### config.mk
export PLATFORM = sky130hd
export DESIGN_NAME = instruction_fetch_queue_flat
export DESIGN_NICKNAME = d
export VERILOG_FILES = /design/src/rtl/instruction_fetch_queue_if.sv /design/src/rtl/instruction_fetch_queue.sv /design/src/flat_wrapper.sv
export SDC_FILE = /design/constraint.sdc
export NUM_CORES = 1
export LEC_CHECK = 0
export ABC_AREA = 1
export CORE_AREA = 8 8 101 85
export DETAILED_ROUTE_END_ITERATION = 8
export DIE_AREA = 0 0 109 93
export PLACE_DENSITY = 0.82
export SETUP_SLACK_MARGIN = 0.2
export SLEW_MARGIN = 0
export SYNTH_ARGS = -nofsm -noshare
export SYNTH_HDL_FRONTEND = slang
export SYNTH_SLANG_ARGS = --single-unit
### constraint.sdc
create_clock -name clk -period 5.29 [get_ports clk]
set_input_delay 1.058 -clock clk [delete_from_list [all_inputs] [get_ports clk]]
set_output_delay 1.058 -clock clk [all_outputs]
set_load 0.02 [all_outputs]
### src/rtl/instruction_fetch_queue_if.sv
// rtl/instruction_fetch_queue_if.sv - memory request/response and decoder handshake bundle for the fetch queue
interface instruction_fetch_queue_if #(
  parameter int ADDR_WIDTH = 8,
  parameter int DATA_WIDTH = 8,
  parameter int DEPTH      = 4
) ();
  localparam int CW = $clog2(DEPTH) + 1;

  logic [ADDR_WIDTH-1:0] mem_addr;
  logic                  mem_rd_en;
  logic [DATA_WIDTH-1:0] mem_rd_data;
  logic                  redirect;
  logic [ADDR_WIDTH-1:0] redirect_addr;
  logic                  halt;
  logic                  instr_valid;
  logic [DATA_WIDTH-1:0] instr;
  logic [ADDR_WIDTH-1:0] instr_pc;
  logic                  instr_ready;
  logic [CW-1:0]         queue_count;

  modport master (
    output mem_addr, mem_rd_en, instr_valid, instr, instr_pc, queue_count,
    input  mem_rd_data, redirect, redirect_addr, halt, instr_ready
  );

  modport slave (
    input  mem_addr, mem_rd_en, instr_valid, instr, instr_pc, queue_count,
    output mem_rd_data, redirect, redirect_addr, halt, instr_ready
  );
endinterface

### src/rtl/instruction_fetch_queue.sv
// rtl/instruction_fetch_queue.sv - sequential instruction prefetch with credit-limited FIFO and redirect flush
module instruction_fetch_queue #(
  parameter int                    ADDR_WIDTH = 8,
  parameter int                    DATA_WIDTH = 8,
  parameter int                    DEPTH      = 4,
  parameter logic [ADDR_WIDTH-1:0] RESET_PC   = '0
) (
  input  logic                        clk,
  input  logic                        reset,
  instruction_fetch_queue_if.master   bus
);
  localparam int PW = $clog2(DEPTH);
  localparam int CW = PW + 1;

  logic [ADDR_WIDTH-1:0] fetch_pc_q, fetch_pc_d;
  logic [ADDR_WIDTH-1:0] pending_pc_q, pending_pc_d;
  logic                  pending_q, pending_d;
  logic [PW-1:0]         wr_ptr_q, wr_ptr_d;
  logic [PW-1:0]         rd_ptr_q, rd_ptr_d;
  logic [CW-1:0]         count_q, count_d;
  logic [DATA_WIDTH-1:0] data_q [DEPTH];
  logic [ADDR_WIDTH-1:0] pc_q   [DEPTH];

  logic          issue, push, pop, head_valid;
  logic [CW:0]   credit_used;

  // An in-flight request holds a slot, so a response can never find the FIFO full.
  always_comb begin
    credit_used  = {1'b0, count_q} + {{CW{1'b0}}, pending_q};
    issue        = reset & ~bus.halt & ~bus.redirect & (credit_used < (CW+1)'(DEPTH));
    head_valid   = (count_q != '0);
    push         = pending_q & ~bus.redirect;
    pop          = head_valid & bus.instr_ready;

    fetch_pc_d   = fetch_pc_q;
    pending_pc_d = pending_pc_q;
    pending_d    = pending_q;
    wr_ptr_d     = wr_ptr_q;
    rd_ptr_d     = rd_ptr_q;
    count_d      = count_q;

    if (bus.redirect) begin
      fetch_pc_d = bus.redirect_addr;
      pending_d  = 1'b0;
      wr_ptr_d   = '0;
      rd_ptr_d   = '0;
      count_d    = '0;
    end else begin
      pending_d = issue;
      if (issue) begin
        pending_pc_d = fetch_pc_q;
        fetch_pc_d   = fetch_pc_q + ADDR_WIDTH'(1);
      end
      if (push) wr_ptr_d = wr_ptr_q + PW'(1);
      if (pop)  rd_ptr_d = rd_ptr_q + PW'(1);
      count_d = count_q + CW'(push) - CW'(pop);
    end
  end

  always_ff @(posedge clk or negedge reset) begin
    if (!reset) begin
      fetch_pc_q   <= RESET_PC;
      pending_pc_q <= '0;
      pending_q    <= 1'b0;
      wr_ptr_q     <= '0;
      rd_ptr_q     <= '0;
      count_q      <= '0;
    end else begin
      fetch_pc_q   <= fetch_pc_d;
      pending_pc_q <= pending_pc_d;
      pending_q    <= pending_d;
      wr_ptr_q     <= wr_ptr_d;
      rd_ptr_q     <= rd_ptr_d;
      count_q      <= count_d;
    end
  end

  // Entry storage needs no reset: the head is masked whenever the queue is empty.
  always_ff @(posedge clk) begin
    if (push) begin
      data_q[wr_ptr_q] <= bus.mem_rd_data;
      pc_q[wr_ptr_q]   <= pending_pc_q;
    end
  end

  assign bus.mem_rd_en   = issue;
  assign bus.mem_addr    = fetch_pc_q;
  assign bus.instr_valid = head_valid;
  assign bus.instr       = head_valid ? data_q[rd_ptr_q] : '0;
  assign bus.instr_pc    = head_valid ? pc_q[rd_ptr_q]   : '0;
  assign bus.queue_count = count_q;
endmodule

### src/flat_wrapper.sv
// flat-port wrapper written by rule: the top's interface ports become plain ports
module instruction_fetch_queue_flat 
#(
  parameter int                    ADDR_WIDTH = 8,
  parameter int                    DATA_WIDTH = 8,
  parameter int                    DEPTH      = 4,
  parameter logic [ADDR_WIDTH-1:0] RESET_PC   = '0
)
  (clk, reset, bus_mem_addr, bus_mem_rd_en, bus_instr_valid, bus_instr, bus_instr_pc, bus_queue_count, bus_mem_rd_data, bus_redirect, bus_redirect_addr, bus_halt, bus_instr_ready);
  instruction_fetch_queue_if #(.ADDR_WIDTH(ADDR_WIDTH), .DATA_WIDTH(DATA_WIDTH), .DEPTH(DEPTH)) bus_i ();
  input  logic clk;
  input  logic reset;
  output wire logic [$bits(bus_i.mem_addr)-1:0] bus_mem_addr;
  output wire logic [$bits(bus_i.mem_rd_en)-1:0] bus_mem_rd_en;
  output wire logic [$bits(bus_i.instr_valid)-1:0] bus_instr_valid;
  output wire logic [$bits(bus_i.instr)-1:0] bus_instr;
  output wire logic [$bits(bus_i.instr_pc)-1:0] bus_instr_pc;
  output wire logic [$bits(bus_i.queue_count)-1:0] bus_queue_count;
  input wire logic [$bits(bus_i.mem_rd_data)-1:0] bus_mem_rd_data;
  input wire logic [$bits(bus_i.redirect)-1:0] bus_redirect;
  input wire logic [$bits(bus_i.redirect_addr)-1:0] bus_redirect_addr;
  input wire logic [$bits(bus_i.halt)-1:0] bus_halt;
  input wire logic [$bits(bus_i.instr_ready)-1:0] bus_instr_ready;
  assign bus_mem_addr = bus_i.mem_addr;
  assign bus_mem_rd_en = bus_i.mem_rd_en;
  assign bus_instr_valid = bus_i.instr_valid;
  assign bus_instr = bus_i.instr;
  assign bus_instr_pc = bus_i.instr_pc;
  assign bus_queue_count = bus_i.queue_count;
  assign bus_i.mem_rd_data = bus_mem_rd_data;
  assign bus_i.redirect = bus_redirect;
  assign bus_i.redirect_addr = bus_redirect_addr;
  assign bus_i.halt = bus_halt;
  assign bus_i.instr_ready = bus_instr_ready;
  instruction_fetch_queue #(.ADDR_WIDTH(ADDR_WIDTH), .DATA_WIDTH(DATA_WIDTH), .DEPTH(DEPTH), .RESET_PC(RESET_PC)) u_core (.clk(clk), .reset(reset), .bus(bus_i));
endmodule
# Yosys cells after proc, flatten, opt, wreduce, memory -nomap -nowiden
# Memories as Yosys holds them, arrays and structs flattened.
# Cells that the tools add are included.
[word_totals]
regBits = 24
latch_bits = 0
ram_bits = 64
mem_bits_ro = 0
input_bits = 21
output_inout_bits = 29
mem_count = 2
[memory_table]
columns = ["name", "depth", "word_bits", "rd", "rd_ports_with_merged_regs", "write_ports", "line", "rtl"]
rows = [
  ["u_core.data_q", 4, 8, 1, 0, 1, "instruction_fetch_queue.sv:21", "logic [DATA_WIDTH-1:0] data_q [DEPTH];"],
  ["u_core.pc_q", 4, 8, 1, 0, 1, "instruction_fetch_queue.sv:22", "logic [ADDR_WIDTH-1:0] pc_q [DEPTH];"],
]
[op_classes]
n_addsub = 6
multipliers = 0
n_div = 0
order_cmp = 1
eq_ne = 0
n_shift = 0
n_mux = 12
bitwise = 7
n_reduce_logical = 5
[ops]
columns = ["op", "count"]
rows = [
  ["$mux W8", 4],
  ["$add A8 B1 Y8 const B", 1],
  ["$mux W2", 4],
  ["$reduce_bool A2 Y1", 3],
  ["$and A1 B1 Y1", 5],
  ["$add A2 B1 Y2 const B", 2],
  ["$add A3 B1 Y4", 1],
  ["$lt A4 B3 Y1 const B", 1],
  ["$add A3 B1 Y3", 1],
  ["$mux W1", 3],
  ["$mux W3", 1],
  ["$reduce_bool A3 Y1", 1],
  ["$sub A3 B1 Y3", 1],
  ["$not A1 Y1", 2],
  ["$reduce_and A2 Y1", 1],
]

# Logic depth before layout (Yosys ltp)
[depth]
depth_word = 6
depth_mapped = 11
mapped_depth_nobuf = 11

# Least setup slack after synthesis
# Ideal clock, no wire load.
[synth_path]
path_kind = "input to output"
start = "input port bus_redirect"
end = "output port bus_mem_rd_en"
arrival_ps = 1571
t_required_ps = 4232
path_slack_ps = 2661
path_stages = 5
path_buffers = 0
path_cell_list = "nor2_1 -> nand2_1 -> inv_1 -> nand2_1 -> nor2_4"
[synth_between]
elab_chain_cells = 3
[synth_rtl]
columns = ["element", "line", "rtl"]
rows = [
  ["start: declaration", "flat_wrapper.sv:20", "input wire logic [$bits(bus_i.redirect)-1:0] bus_redirect;"],
  ["$not A1 Y1 (no source line)", "--", ""],
  ["$and A1 B1 Y1 (2 in series)", "instruction_fetch_queue.sv:30", "issue = reset & ~bus.halt & ~bus.redirect & (credit_used < (CW+1)'(DEPTH));"],
  ["end: declaration", "flat_wrapper.sv:14", "output wire logic [$bits(bus_i.mem_rd_en)-1:0] bus_mem_rd_en;"],
]
# No other way between the ends.

# Worst setup path after layout
# Same ends and word-level chain as after synthesis.

==> impl_metrics.py <==
metrics = {
    "status": {
        "status": "complete, no violations",
    },
    "clock_network": {
        "post-cts-setup-buffers": 0,
        "cts_root_buffer": "clkbuf_8",
        "clkTransAtPathRegs_ps": 90,
        "cts_hold_buf": 0,
        "clock_latency_ps": 340,
        "clkSinkCount": 88,
        "cts-buffers-inserted": 9,
        "cts_resized": 0,
        "tritoncts": "done",
        "cts_buffer_depth": 2,
        "htree_levels": 3,
    },
    "drt": {
        "routed_via_density": 5.20,
        "wl_met1_um": 3550,
        "dr_wl_met3_um": 603,
        "wl_per_cell_um": 15.3,
        "drc": 0,
        "ant_nets": 0,
        "routed-via-count": 2666,
        "wirelength_um": 7850,
        "routed.top_layer": "met4",
        "met2_wirelength_um": 3680,
        "drt-initial-drc-count": 119,
        "drt_first_pass_iters": 4,
    },
    "worst_setup_path": {
        "worstSetupPathType": "in -> out",
        "reg2reg_to": "u_core.bus.queue_count[2]",
        "crit_required_ps": 4230,
        "ff2ff_setup_slack_ps": 2910,
        "cp-end-kind": "output port",
        "r2r_start": "u_core.bus.queue_count[1]",
        "crit_end": "bus_mem_rd_en",
        "cp-startpoint": "bus_redirect",
        "crit_arrival_ps": 3000,
        "r2r_cells": 11,
        "path_max_fanout": 15,
        "cp-start-kind": "input pin",
    },
    "global_routing": {
        "overflow": 0,
        "grt.total_usage": 0.163,
        "antenna_found_initial": 0,
        "grt_first_pass_wirelength_um": 13000,
        "first_global_vias": 2706,
        "grt_max_degree": 33,
    },
    "floorplan": {
        "core-area_um2": 7040,
        "rows": 28,
        "die_h_um": 93,
        "dieArea_um2": 10100,
        "start_util": 0.558,
        "die_w_um": 109,
        "ioPinCount": 50,
    },
    "finish": {
        "antennaDiodeCount": 0,
        "area_delta_synth_final_pct": 18.8,
        "final_cell_mix": "nor2_1, edfxtp_1, nand2_1",
        "layout.nets": 448,
        "n_fill_cell": 558,
        "final_common_cell": "nor2_1",
        "drive_above_1_share": 0.121,
    },
    "power_and_ir_drop": {
        "peakVddDrop_mv": 0.262,
        "p_int_mw": 1.33,
        "power_density_nw_per_um2": 441,
        "p_switching_uw": 725,
        "clkPwrFrac": 0.224,
        "sw_frac_of_total": 0.352,
        "leakagePower_nw": 1.84,
        "p_seq_frac": 0.447,
        "combPwrFrac": 0.329,
    },
    "yosys": {
        "synth.distinct_cells": 23,
        "syn_area_um2": 3930,
        "synthCells": 369,
        "syn_nets": 399,
        "syn_avg_cell_area_um2": 10.7,
        "synth_seq_cells": 88,
        "yosysWarnings": 0,
        "seq_area_frac_synth": 0.642,
    },
    "sta": {
        "max_slew.worst_pin.slew_ps": 971,
        "slew_headroom": 0.352,
        "maxSlewViolCount": 0,
        "fmax_mhz": 246,
        "setup_viol": 0,
        "fin_skew_ps": 6.63,
        "rsz0062_at_grt": "false",
        "layout_setup_ws_ps": 1230,
        "hold_viol": 0,
        "fin_crit_ps": 4060,
        "period_share": 0.767,
        "tns_ps": 0,
    },
    "placed_design": {
        "port_buffers": 49,
        "dp_hpwl_um": 5110,
        "dp_slack_ps": 1250,
        "gp_congestion": 0.824,
    },
    "hold_path": {
        "min_path_type": "reg -> reg",
    },
    "flow_run": {
        "max_cap_violations": 0,
    },
}
==> area by class of cell <==
class	instances	area [µm²]	share of cell area
Inverter	30	113	0.0241
Sequential cell	88	2520	0.540
Multi-Input combinational cell	236	1200	0.257
Clock buffer	9	124	0.0265
Clock inverter	7	77.6	0.0166
Tap cell	90	113	0.0241
Timing Repair Buffer	53	520	0.111
==> critical path, stage by stage <==
cell,delay [ps]
clkdlybuf4s50_1,650
nor2_1,190
nand2_1,90
inv_1,70
nand2_1,90
nor2_4,210
clkdlybuf4s50_1,650
==> worst min path at each step <==
stage,slack [ps],cells past startpoint,start,end
after detailed placement,520,0,u_core.pending_pc_q[0],u_core.pc_q[2][0]
after global placement,500,0,u_core.pending_pc_q[0],u_core.pc_q[0][0]
after global routing,570,0,u_core.pending_pc_q[3],u_core.pc_q[1][3]
final,540,0,u_core.pending_pc_q[0],u_core.pc_q[2][0]
after CTS,540,0,u_core.pending_pc_q[0],u_core.pc_q[1][0]
after floorplan,480,0,u_core.pending_pc_q[0],u_core.pc_q[0][0]
==> routing by layer <==
metal	up-vias	track usage
met1	1240	0.209
met3	2	0.0557
met5	-	0
met2	93	0.265
li1	1331	-
met4	0	0.0319
==> state kept, by name, indices dropped and copies added, names as in the netlist <==
register                cells
u_core.wr_ptr_q             2
u_core.data_q              32
u_core.bus.mem_addr         8
u_core.bus.queue_count      3
u_core.rd_ptr_q             2
u_core.pending_q            1
u_core.pending_pc_q         8
u_core.pc_q                32
==> logic make-up (layout without fill, tap and decap cells) <==
| group | after synthesis | after routing | share of synthesized area |
|---|---|---|---|
| adders and majority gates | 9 | 9 | 0.0306 |
| DFF | 88 | 88 | 0.642 |
| buffers and inverters | 45 | 99 | 0.0538 |
| and+or+nand+nor | 165 | 165 | 0.190 |
| AOI/OAI and AO/OA | 62 | 62 | 0.0837 |
==> cells in the mapped netlist, drive strengths merged <==
master  count  area share
a21oi      18       0.023
buf        11       0.020
clkbuf      4      0.0048
dfrtp      24        0.15
edfxtp     64        0.49
fa          1      0.0051
ha          8       0.025
inv        30       0.029
nand2      56       0.057
nand3      23       0.047
nand4       2      0.0032
nor2       84       0.083
o21ai      44       0.061
==> metrics by stage <==
step                      cells  area [µm²]  power [mW]  hold slack (ps)   util
after floorplan             369        3930        1.32              476      -
after global placement      497        4470        1.59              501  0.635
after detailed placement    497        4470        1.62              521  0.635
after CTS                   513        4670        2.07              540  0.663
after global routing        513        4670        2.17              570  0.663
final                       513        4670        2.06              538  0.663
==> power groups by stage <==
stage,Sequential (mW),Clock (mW),Combinational [mW]
4_1_cts,0.919,0.468,0.687
2_1_floorplan,0.916,0,0.407
5_1_grt,0.932,0.496,0.742
6_report,0.920,0.461,0.677
3_5_place_dp,0.934,0,0.684
3_3_place_gp,0.926,0,0.666
Note: power is estimated with default switching activity, not from simulation.
